File: src/rtl/mod_exp_engine_pkg.sv
// Shared types and timing helpers for the modular-exponentiation engine.
// MOD_EXP_CONST_TIME_EN selects the key-independent schedule in mod_exp_latency.
package mod_exp_pkg;

  typedef enum logic [2:0] {
    IDLE,
    REDUCE,
    SQUARE,
    MULT,
    HOLD
  } state_e;

`ifdef MOD_EXP_CONST_TIME_EN
  localparam bit CONST_TIME = 1'b1;
`else
  localparam bit CONST_TIME = 1'b0;
`endif

  function automatic int MUL_CYCLES(input int mod_w);
    return mod_w + 1;
  endfunction

  // One modular multiplication for the base reduction, one per square and one per executed multiply.
  function automatic int mod_exp_latency(input int mod_w, input int exp_w, input int pop);
    int m;
    m = 1 + exp_w + (CONST_TIME ? exp_w : pop);
    return 1 + m * MUL_CYCLES(mod_w);
  endfunction

endpackage

File: src/rtl/mod_exp_engine_if.sv
// Operand/result handshake bundle between a requester (master) and the exponentiation engine (slave).
interface mod_exp_engine_if #(
  parameter int MSG_W = 12,
  parameter int MOD_W = 24,
  parameter int EXP_W = 24
);
  logic             in_valid;
  logic             in_ready;
  logic [MSG_W-1:0] msg_in;
  logic [EXP_W-1:0] key;
  logic [MOD_W-1:0] n;
  logic             out_valid;
  logic             out_ready;
  logic [MOD_W-1:0] result;
  logic             err;

  modport master (
    output in_valid, msg_in, key, n, out_ready,
    input  in_ready, out_valid, result, err
  );

  modport slave (
    input  in_valid, msg_in, key, n, out_ready,
    output in_ready, out_valid, result, err
  );
endinterface

File: src/rtl/mod_exp_engine_mod_mul.sv
// Bit-serial interleaved modular multiplier: p = a*b mod n in one load cycle plus MOD_W steps.
// Requires b < n so that 2P + b stays below 3n and two conditional subtracts suffice.
module mod_mul #(
  parameter int MOD_W = 24
) (
  input  logic             clk,
  input  logic             rst,
  input  logic             start_i,
  input  logic [MOD_W-1:0] a_i,
  input  logic [MOD_W-1:0] b_i,
  input  logic [MOD_W-1:0] n_i,
  output logic             done_o,
  output logic [MOD_W-1:0] p_o
);
  localparam int CNT_W = $clog2(MOD_W + 1);

  logic [MOD_W-1:0] a_q, b_q, n_q, p_q;
  logic [CNT_W-1:0] cnt_q;
  logic             busy_q;
  logic [MOD_W+1:0] n_ext, step_sum, step_red1;
  logic [MOD_W-1:0] step_p;

  always_comb begin
    n_ext     = {2'b00, n_q};
    step_sum  = {1'b0, p_q, 1'b0} + (a_q[MOD_W-1] ? {2'b00, b_q} : '0);
    step_red1 = (step_sum >= n_ext) ? step_sum - n_ext : step_sum;
    step_p    = MOD_W'((step_red1 >= n_ext) ? step_red1 - n_ext : step_red1);
  end

  // done fires during the final step so the caller can capture p_o on that same edge.
  assign done_o = busy_q && (cnt_q == CNT_W'(1));
  assign p_o    = step_p;

  always_ff @(posedge clk or negedge rst) begin
    if (!rst) begin
      a_q    <= '0;
      b_q    <= '0;
      n_q    <= '0;
      p_q    <= '0;
      cnt_q  <= '0;
      busy_q <= 1'b0;
    end else if (start_i) begin
      a_q    <= a_i;
      b_q    <= b_i;
      n_q    <= n_i;
      p_q    <= '0;
      cnt_q  <= CNT_W'(MOD_W);
      busy_q <= 1'b1;
    end else if (busy_q) begin
      p_q   <= step_p;
      a_q   <= a_q << 1;
      cnt_q <= cnt_q - CNT_W'(1);
      if (cnt_q == CNT_W'(1)) busy_q <= 1'b0;
    end
  end
endmodule

File: src/rtl/mod_exp_engine.sv
// Left-to-right square-and-multiply exponentiation over one shared mod_mul.
// Define MOD_EXP_CONST_TIME_EN to always run the multiply step and discard it for zero key bits.
module mod_exp_engine #(
  parameter int MSG_W = 12,
  parameter int MOD_W = 24,
  parameter int EXP_W = 24
) (
  input logic            clk,
  input logic            rst,
  mod_exp_engine_if.slave bus
);
  import mod_exp_pkg::*;

  localparam int IDX_W = (EXP_W > 1) ? $clog2(EXP_W) : 1;

  state_e           state_q, state_d;
  logic [MOD_W-1:0] msg_q, msg_d, n_q, n_d, base_q, base_d, acc_q, acc_d;
  logic [EXP_W-1:0] key_q, key_d;
  logic [IDX_W-1:0] idx_q, idx_d;
  logic [MOD_W-1:0] result_q, result_d;
  logic             err_q, err_d, start_q, start_d;
  logic [MOD_W-1:0] mul_a, mul_b, mul_p;
  logic             mul_done, advance;
  logic [MSG_W-1:0] msg_in_w;

  assign msg_in_w = bus.msg_in;

  mod_mul #(.MOD_W(MOD_W)) u_mul (
    .clk    (clk),
    .rst    (rst),
    .start_i(start_q),
    .a_i    (mul_a),
    .b_i    (mul_b),
    .n_i    (n_q),
    .done_o (mul_done),
    .p_o    (mul_p)
  );

  always_comb begin
    state_d  = state_q;
    msg_d    = msg_q;
    key_d    = key_q;
    n_d      = n_q;
    base_d   = base_q;
    acc_d    = acc_q;
    idx_d    = idx_q;
    result_d = result_q;
    err_d    = err_q;
    start_d  = 1'b0;
    advance  = 1'b0;
    mul_a    = acc_q;
    mul_b    = acc_q;
    case (state_q)
      IDLE: if (bus.in_valid) begin
        msg_d = MOD_W'(msg_in_w);
        key_d = bus.key;
        n_d   = bus.n;
        if (bus.n < MOD_W'(2)) begin
          state_d  = HOLD;
          result_d = '0;
          err_d    = 1'b1;
        end else begin
          state_d = REDUCE;
          err_d   = 1'b0;
          start_d = 1'b1;
        end
      end
      REDUCE: begin
        mul_a = msg_q;
        mul_b = MOD_W'(1);
        if (mul_done) begin
          base_d  = mul_p;
          acc_d   = MOD_W'(1);
          idx_d   = IDX_W'(EXP_W - 1);
          state_d = SQUARE;
          start_d = 1'b1;
        end
      end
      SQUARE: if (mul_done) begin
        acc_d = mul_p;
`ifdef MOD_EXP_CONST_TIME_EN
        state_d = MULT;
        start_d = 1'b1;
`else
        if (key_q[idx_q]) begin
          state_d = MULT;
          start_d = 1'b1;
        end else begin
          advance = 1'b1;
        end
`endif
      end
      MULT: begin
        mul_b = base_q;
        if (mul_done) begin
          if (key_q[idx_q]) acc_d = mul_p;
          advance = 1'b1;
        end
      end
      HOLD: if (bus.out_ready) state_d = IDLE;
      default: state_d = IDLE;
    endcase
    // Step to the next key bit, or publish the accumulator after bit 0.
    if (advance) begin
      if (idx_q == '0) begin
        state_d  = HOLD;
        result_d = acc_d;
      end else begin
        idx_d   = idx_q - IDX_W'(1);
        state_d = SQUARE;
        start_d = 1'b1;
      end
    end
  end

  always_ff @(posedge clk or negedge rst) begin
    if (!rst) begin
      state_q  <= IDLE;
      msg_q    <= '0;
      key_q    <= '0;
      n_q      <= '0;
      base_q   <= '0;
      acc_q    <= '0;
      idx_q    <= '0;
      result_q <= '0;
      err_q    <= 1'b0;
      start_q  <= 1'b0;
    end else begin
      state_q  <= state_d;
      msg_q    <= msg_d;
      key_q    <= key_d;
      n_q      <= n_d;
      base_q   <= base_d;
      acc_q    <= acc_d;
      idx_q    <= idx_d;
      result_q <= result_d;
      err_q    <= err_d;
      start_q  <= start_d;
    end
  end

  assign bus.in_ready  = (state_q == IDLE);
  assign bus.out_valid = (state_q == HOLD);
  assign bus.result    = result_q;
  assign bus.err       = err_q;
endmodule

File: src/flat_wrapper.sv
// flat-port wrapper written by rule: the top's interface ports become plain ports
module mod_exp_engine_flat import mod_exp_pkg::*;
#(
  parameter int MSG_W = 12,
  parameter int MOD_W = 24,
  parameter int EXP_W = 24
)
  (clk, rst, bus_in_valid, bus_msg_in, bus_key, bus_n, bus_out_ready, bus_in_ready, bus_out_valid, bus_result, bus_err);
  mod_exp_engine_if #(.MSG_W(MSG_W), .MOD_W(MOD_W), .EXP_W(EXP_W)) bus_i ();
  input logic clk;
  input logic rst;
  input wire logic [$bits(bus_i.in_valid)-1:0] bus_in_valid;
  input wire logic [$bits(bus_i.msg_in)-1:0] bus_msg_in;
  input wire logic [$bits(bus_i.key)-1:0] bus_key;
  input wire logic [$bits(bus_i.n)-1:0] bus_n;
  input wire logic [$bits(bus_i.out_ready)-1:0] bus_out_ready;
  output wire logic [$bits(bus_i.in_ready)-1:0] bus_in_ready;
  output wire logic [$bits(bus_i.out_valid)-1:0] bus_out_valid;
  output wire logic [$bits(bus_i.result)-1:0] bus_result;
  output wire logic [$bits(bus_i.err)-1:0] bus_err;
  assign bus_i.in_valid = bus_in_valid;
  assign bus_i.msg_in = bus_msg_in;
  assign bus_i.key = bus_key;
  assign bus_i.n = bus_n;
  assign bus_i.out_ready = bus_out_ready;
  assign bus_in_ready = bus_i.in_ready;
  assign bus_out_valid = bus_i.out_valid;
  assign bus_result = bus_i.result;
  assign bus_err = bus_i.err;
  mod_exp_engine #(.MSG_W(MSG_W), .MOD_W(MOD_W), .EXP_W(EXP_W)) u_core (.clk(clk), .rst(rst), .bus(bus_i));
endmodule
File: config.mk
export PLATFORM = sky130hd
export DESIGN_NAME = mod_exp_engine_flat
export DESIGN_NICKNAME = d
export VERILOG_FILES = /design/src/rtl/mod_exp_engine_pkg.sv /design/src/rtl/mod_exp_engine_if.sv /design/src/rtl/mod_exp_engine_mod_mul.sv /design/src/rtl/mod_exp_engine.sv /design/src/flat_wrapper.sv
export SDC_FILE = /design/constraint.sdc
export NUM_CORES = 1
export LEC_CHECK = 0
export ABC_AREA = 1
export CORE_MARGIN = 8
export CORE_UTILIZATION = 30
export DETAILED_ROUTE_END_ITERATION = 10
export GPL_ROUTABILITY_DRIVEN = 0
export PLACE_DENSITY = 0.44
export SYNTH_ARGS = -nofsm -noshare
export SYNTH_HDL_FRONTEND = slang
export SYNTH_SLANG_ARGS = --single-unit
File: constraint.sdc
create_clock -name clk -period 9.3 [get_ports clk]
set_clock_uncertainty 0.1 [all_clocks]
set_input_delay 1.86 -clock clk [delete_from_list [all_inputs] [get_ports clk]]
set_output_delay 1.86 -clock clk [all_outputs]
set_load 0.1 [all_outputs]
Yosys cells after proc, flatten, opt, wreduce, memory -nomap -nowiden
Cells that the tools add are included.
{ "totals": {"register_bits": 244, "in_bits": 64, "word_cells": 94, "output_inout_bits": 27} }
{ "classes": {"add_sub_neg": 5, "eq_ne": 11, "magnitude_cmp": 4, "muxes": 51, "n_reduce_logical": 7} }
{ "op_table": {"columns": ["op", "count"], "rows": [
  ["2-to-1 mux 24 bit", 16],
  ["one-hot mux 24 bit (3 select lines)", 1],
  [">= comparator 26 x 24 -> 1 bit", 2],
  ["one-hot mux 24 bit (2 select lines)", 1],
  ["2-to-1 mux 5 bit", 6],
  ["adder 25 x 26 -> 26 bit", 1],
  ["2-to-1 mux 26 bit", 1],
  ["subtractor 26 x 24 -> 26 bit", 1],
  ["< comparator 24 x 2 -> 1 bit (second input constant)", 1],
  ["2-to-1 mux 3 bit", 8],
  ["subtractor 24 bit", 1],
  ["one-hot mux 3 bit (5 select lines)", 1],
  ["2-to-1 mux 1 bit", 14],
  ["subtractor 5 x 1 -> 5 bit (second input constant)", 2],
  ["inequality test 3 x 1 -> 1 bit (second input constant)", 3],
  ["equality test 3 x 2 -> 1 bit (second input constant)", 2],
  ["< comparator 5 x 6 -> 1 bit (second input constant)", 1],
  ["inequality test 3 x 2 -> 1 bit (second input constant)", 2],
  ["AND reduction 6 bit", 1],
  ["binary-select mux 1 bit (select 5 bit)", 1],
  ["equality test 5 x 1 -> 1 bit (second input constant)", 1],
  ["logical NOT 5 bit", 1],
  ["AND reduction 2 bit", 2],
  ["equality test 3 x 1 -> 1 bit (second input constant)", 1],
  ["other kinds (7)", 7]
]} }

Logic depth before layout (Yosys ltp)
{ "depth": {"word_depth": 11, "ltp_mapped": 52, "depth_no_buf": 49} }

Cells and area by module
From an unflattened synthesis, not the netlist that was laid out.
{ "unflattened": {"hier_cells": 2345, "area_unflattened_um2": 16443.3} }
{ "modules_own_cells": {"columns": ["mod", "instances", "cells_per_inst", "area_each_um2"], "rows": [
  ["mod_mul", 1, 1378, 9195.1],
  ["mod_exp_engine", 1, 967, 7248.2]
]} }

Worst setup path after synthesis
Ideal clock, no wire load.
{ "synth_path": {"path_type": "register to register", "from": "register u_core.u_mul.a_q[23]", "to": "register u_core.acc_q[19]", "required_ns": 9.081, "synth_period_minus_slack_ns": 6.041, "stages_incl_launch_ff": 47, "setup_slack_ns": 3.259, "arrival_time_ns": 5.822, "cell_sequence": "dfrtp_1 -> clkbuf_1 -> clkbuf_1 -> nand2_1 -> inv_1 -> ha_1 -> fa_1 -> nand3_1 -> nand2_1 -> nand3_1 -> nand3_1 -> nand3_1 -> nand3_1 -> or2_2 -> nand2_1 -> inv_1 -> ha_1 -> nand2_1 -> (+11 left out) -> inv_1 -> fa_1 -> nand3_1 -> nand3_1 -> nand2_1 -> nand2_1 -> nand4_1 -> nand4_1 -> nand2_1 -> nand3_1 -> a21oi_4 -> buf_2 -> nand4_1 -> nand2_1 -> nand2_1 -> nand2_1 -> nand3_1 -> and2_1"} }
{ "synth_via": {"elab_chain_len": 9, "word_cells_on_any_way": 12, "classes_between": "3 x add/sub; 2 x order compare; 7 x mux"} }
{ "synth_rtl": {"columns": ["item", "line_no", "text"], "rows": [
  ["start, declared", "mod_exp_engine_mod_mul.sv:17", "logic [MOD_W-1:0] a_q, b_q, n_q, p_q;"],
  ["start signal, assigned", "mod_exp_engine_mod_mul.sv:43", "a_q <= a_i;"],
  ["start signal, assigned", "mod_exp_engine_mod_mul.sv:51", "a_q <= a_q << 1;"],
  ["2-to-1 mux 24 bit (*)", "mod_exp_engine_mod_mul.sv:25", "step_sum = {1'b0, p_q, 1'b0} + (a_q[MOD_W-1] ? {2'b00, b_q} : '0);"],
  ["adder 25 x 26 -> 26 bit (*)", "mod_exp_engine_mod_mul.sv:25", null],
  ["subtractor 26 x 24 -> 26 bit or >= comparator 26 x 24 -> 1 bit (tied branches)", "mod_exp_engine_mod_mul.sv:26", "step_red1 = (step_sum >= n_ext) ? step_sum - n_ext : step_sum;"],
  ["2-to-1 mux 26 bit (*)", "mod_exp_engine_mod_mul.sv:26", null],
  ["subtractor 24 bit or >= comparator 26 x 24 -> 1 bit (tied branches)", "mod_exp_engine_mod_mul.sv:27", "step_p = MOD_W'((step_red1 >= n_ext) ? step_red1 - n_ext : step_red1);"],
  ["2-to-1 mux 24 bit (*)", "mod_exp_engine_mod_mul.sv:27", null],
  ["2-to-1 mux 24 bit", "mod_exp_engine.sv:96", "if (key_q[idx_q]) acc_d = mul_p;"],
  ["2-to-1 mux 24 bit", "mod_exp_engine.sv:95", "if (mul_done) begin"],
  ["one-hot mux 24 bit (3 select lines) (*)", "mod_exp_engine.sv:53", "case (state_q)"],
  ["via u_core.acc_d[19]", "mod_exp_engine.sv:17", "logic [MOD_W-1:0] msg_q, msg_d, n_q, n_d, base_q, base_d, acc_q, acc_d;"],
  ["end signal, assigned", "mod_exp_engine.sv:123", "acc_q <= '0;"],
  ["end signal, assigned", "mod_exp_engine.sv:134", "acc_q <= acc_d;"],
  ["end, declared", "mod_exp_engine.sv:17", null]
]} }
The timed path passes the listed nets; every way through them passes the cells marked *.
A chain may end at the register's enable or synchronous reset.

Final worst setup path
{ "layout_path": {"from": "register u_core.u_mul.a_q[23]", "to": "register u_core.result_q[13], in the netlist u_core.bus.result[13]"} }
{ "layout_via": {"elab_chain_len": 11, "word_cells_on_any_way": 14, "classes_between": "3 x add/sub; 2 x order compare; 9 x mux"} }
{ "layout_rtl": {"columns": ["item", "line_no", "text"], "rows": [
  ["2-to-1 mux 24 bit (*)", "mod_exp_engine_mod_mul.sv:25", null],
  ["adder 25 x 26 -> 26 bit (*)", "mod_exp_engine_mod_mul.sv:25", null],
  ["subtractor 26 x 24 -> 26 bit or >= comparator 26 x 24 -> 1 bit (tied branches)", "mod_exp_engine_mod_mul.sv:26", null],
  ["2-to-1 mux 26 bit (*)", "mod_exp_engine_mod_mul.sv:26", null],
  ["subtractor 24 bit or >= comparator 26 x 24 -> 1 bit (tied branches)", "mod_exp_engine_mod_mul.sv:27", null],
  ["2-to-1 mux 24 bit (*)", "mod_exp_engine_mod_mul.sv:27", null],
  ["2-to-1 mux 24 bit", "mod_exp_engine.sv:96", null],
  ["2-to-1 mux 24 bit", "mod_exp_engine.sv:95", null],
  ["one-hot mux 24 bit (3 select lines) (*)", "mod_exp_engine.sv:53", null],
  ["2-to-1 mux 24 bit (*)", "mod_exp_engine.sv:105", "if (idx_q == '0) begin"],
  ["2-to-1 mux 24 bit (*)", "mod_exp_engine.sv:104", "if (advance) begin"],
  ["via u_core.result_d[13]", "mod_exp_engine.sv:20", "logic [MOD_W-1:0] result_q, result_d;"],
  ["end signal, assigned", "mod_exp_engine.sv:136", "result_q <= result_d;"],
  ["end, declared", "mod_exp_engine.sv:20", null]
]} }
Marks and branches as above.

==> summary.md <==
| Metric | Value |
|---|---|
| Netlist Area Pre-Place | 0.0160 mm² |
| First-pass GRT wire length | slightly below 90000 µm |
| Top post-synthesis cells by area | dfrtp_1 38%, nand2_1 17%, ha_1 5.8%, nand3_1 5.7%, inv_1 5.2% |
| Fin nets | ~2400 |
| Cell taking the most area after synthesis | dfrtp_1 |
| Tmin final | about 7.6 ns |
| CTS tree | built |
| ANT nets after route | 0 |
| Main synth FF type | dfrtp_1 |
| WS Path Type | reg -> reg |
| Post-synthesis simple-gate area fraction | between 30% and 40% |
| Initial cell density of the core | approximately 30% |
| Reg2reg setup slack | 1.68 ns |
| Final hold slack | roughly 0.37 ns |
| Final WL | 56000 µm |
| Multi-input gate area | between 0.008 and 0.009 mm² |
| Syn_nets | 2399 |
| Slew Limit Fails | 0 |
| Layout cell share with drive strength beyond 1 | ~4.6% |
| Fin area | around 0.019 mm² |
| Fillers | between 5000 and 6000 |
| Largest family of logic cells by synthesized area | simple AND/OR/NAND/NOR gates |
| Avg Inst Size Synth | between 7 and 8 µm² |
| Die area | a little over 0.06 mm² |
| Top achievable clock speed | approximately 0.13 GHz |
| Setup crit end kind | register |
| Synth Area in XOR/XNOR | around 3.1% |
| EDFF count, synth | 0 |
| Worst-margin pin slew | roughly 1.2 ns |
| Worst-path fanout max | 25 |
| Wirelength per Cell | around 19 µm |
| Worst skew pair latency | slightly below 0.6 ns |
| Placed cell areas | roughly 0.018 mm² |
| Number of synthesis warnings | 0 |
| FF-to-FF End | u_core.bus.result[13]$_DFF_PN0_ |
| Tot GR Track Use | 18.1% |
| Compound-Gate Fraction of Synth Area | around 14% |
| Reg2reg path depth | between 40 and 50 |
| Synth top area share | 38.2% |
| Post-synthesis sequential area ratio | a little under two fifths |
| Pin count of the biggest net entering global routing | 145 |
| Hold-fix buffers, CTS | 0 |
| Post-Syn Instances | 2258 |
| DRC | 0 |
| Post-CTS setup buffer count | 0 |
| Worst path slowest cell | dfrtp_1 |
| Maximum buffer depth of the clock tree | 3 |
| Tcrit/Tclk final | 82.0% |
| P&R area growth vs syn | 16.2% |
| Synthesized flop and latch total | 244 |
| Synth Area in Adders | under 10% |
| Most frequent cell after synthesis | nand2_1 |
| Required @ worst endpoint | 9.65 ns |
| Commonest cells post-synth | 725 x nand2_1, 244 x dfrtp_1, 223 x inv_1 |
| Sequential cell area | between 0.006 and 0.007 mm² |
| Final HPWL DP | about 41000 µm |
| Number of global-route vias before repair | ~15000 |
| Final setup violation count | 0 |
| R2R Path Start | u_core.u_mul.a_q[23]$_DFFE_PN0P_ |
| FP Rows | 84 |
| DR vias | 15200 |
| Crit start category | register |
| Crit path top cell by count | nand2_1 |
| Asr flop ratio synth | 100% |
| CTS clk-pin slew, worst paths | ~0.060 ns |
| Core area | around 0.053 mm² |
| CTS buffer count | 31 |
| Critical path's largest stage delay | around 0.67 ns |
| RSZ-0062 raised after global routing | false |
| Fin Setup TNS | 0 ns |
| IO buf count | 90 |
| Critical Path Start | u_core.u_mul.a_q[23]$_DFFE_PN0P_ |
| Via/cell ratio | a little over 5 |
| TritonCTS Sinks | ~240 |
| Initial DRC count | between 1000 and 1500 |
| Max-Cap Viols | 0 |
| Htree depth | 1 |
| Hold Fails Final Rpt | 0 |
| GRT overflow | 0 |
| Post_cts resized | 0 |
| Slew HR | between 20% and 30% |
| Die height | between 200 and 250 µm |
| Unique masters post-synth | 45 |
| Worst setup path end | u_core.bus.result[13]$_DFF_PN0_ |
| CP arrival | between 7 and 8 ns |
| I/O pin count | 91 |
| Clk root buf | clkbuf_16 |
| Worst min-delay path category | reg -> reg |
| Chip Width | approximately 250 µm |
| Mux contribution to synthesized area | 0% |
| Outcome | finished, final reports clean |
| Initial antenna violation count | 0 |
| DR pass1 iterations | 5 |
state kept, by name (all words and copies together), names as in the netlist:
name,count
u_core.acc_q,24
u_core.base_q,24
u_core.bus.result,24
u_core.key_q,24
u_core.n_q,24
u_core.u_mul.a_q,24
u_core.u_mul.b_q,24
u_core.u_mul.n_q,24
u_core.u_mul.p_q,24
u_core.msg_q,12
u_core.idx_q,5
u_core.u_mul.cnt_q,5
u_core.state_q,3
u_core.bus.err,1
u_core.start_q,1
u_core.u_mul.busy_q,1
how the worst min path moves through the flow:
| stage | from | end | slack, ns | depth (start not counted) |
|---|---|---|---|---|
| 6_report | u_core.key_q[1]$_DFFE_PN0P_ | u_core.key_q[1]$_DFFE_PN0P_ | 0.37 | 2 |
| 5_1_grt | u_core.key_q[13]$_DFFE_PN0P_ | u_core.key_q[13]$_DFFE_PN0P_ | 0.39 | 2 |
| 4_1_cts | u_core.key_q[14]$_DFFE_PN0P_ | u_core.key_q[14]$_DFFE_PN0P_ | 0.38 | 2 |
| 3_5_place_dp | u_core.key_q[14]$_DFFE_PN0P_ | u_core.key_q[14]$_DFFE_PN0P_ | 0.36 | 2 |
| 3_3_place_gp | u_core.key_q[1]$_DFFE_PN0P_ | u_core.key_q[1]$_DFFE_PN0P_ | 0.36 | 2 |
| 2_1_floorplan | u_core.key_q[10]$_DFFE_PN0P_ | u_core.key_q[10]$_DFFE_PN0P_ | 0.34 | 2 |
metal layers:
| layer | vias up | wire length [µm] | global-route usage, % |
|---|---|---|---|
| met3 | 80 | 2190 | 2.23 |
| met2 | 333 | 26700 | 30.6 |
| met5 | - | 0 | 0 |
| met4 | 0 | 1410 | 4.66 |
| li1 | 7516 | - | - |
| met1 | 7320 | 25700 | 24.2 |
cell families (layout without fill, tap and decap cells):
logic type	Yosys count	after routing
AND/OR/NAND/NOR	1144	1144
AO/OA/AOI/OAI	409	409
buffers and inverters	327	397
flip-flops	244	244
adder cells (fa/ha/maj)	77	77
XOR/XNOR	57	57
other	0	1
worst max-delay path, delay by kind of cell, from the launching register on:
kind                     cells  cell delay (ns)
flip-flops                   1             0.67
adder cells (fa/ha/maj)      5             1.50
AND/OR/NAND/NOR             33             4.48
buffers and inverters        4             0.26
AO/OA/AOI/OAI                2             0.48
final cells by class:
cell class                 instances  share of cell area (%)
timing repair buffer             106                    5.59
clock buffer                      40                    4.74
multi-input combinational       1687                    46.5
clock inverter                    18                   0.890
sequential                       244                    32.9
antenna                            1                  0.0135
inverter                         233                    4.71
tap                              688                    4.64
placed cells by master (no fill, tap or decap), types with 24 or more instances in the layout:
master / synthesis / layout
nand2_1: 725 / 725
dfrtp_1: 244 / 243
a31oi_1: 28 / 28
clkdlybuf4s50_1: 0 / 89
xnor2_1: 24 / 24
xor2_1: 33 / 33
nand3_1: 181 / 181
o21ai_0: 119 / 119
clkbuf_16: 0 / 31
a21oi_1: 159 / 159
nand4_1: 37 / 37
ha_1: 74 / 74
and2_1: 41 / 41
o21ai_1: 41 / 41
o211ai_1: 24 / 24
nor2_1: 112 / 108
inv_1: 223 / 220
metrics by stage:
stage          instances  utilization [%]  setup WS [ns]
6_report            3017             35.3           1.68
5_1_grt             3016             35.2          0.842
4_1_cts             3016             35.2           1.71
3_3_place_gp        2958             33.3           1.77
3_5_place_dp        2958             33.3           1.76
2_1_floorplan       2258                -           3.26
Power is not shown: default switching activity piles up to over one toggle a cycle in this logic, so the estimate is an artifact.
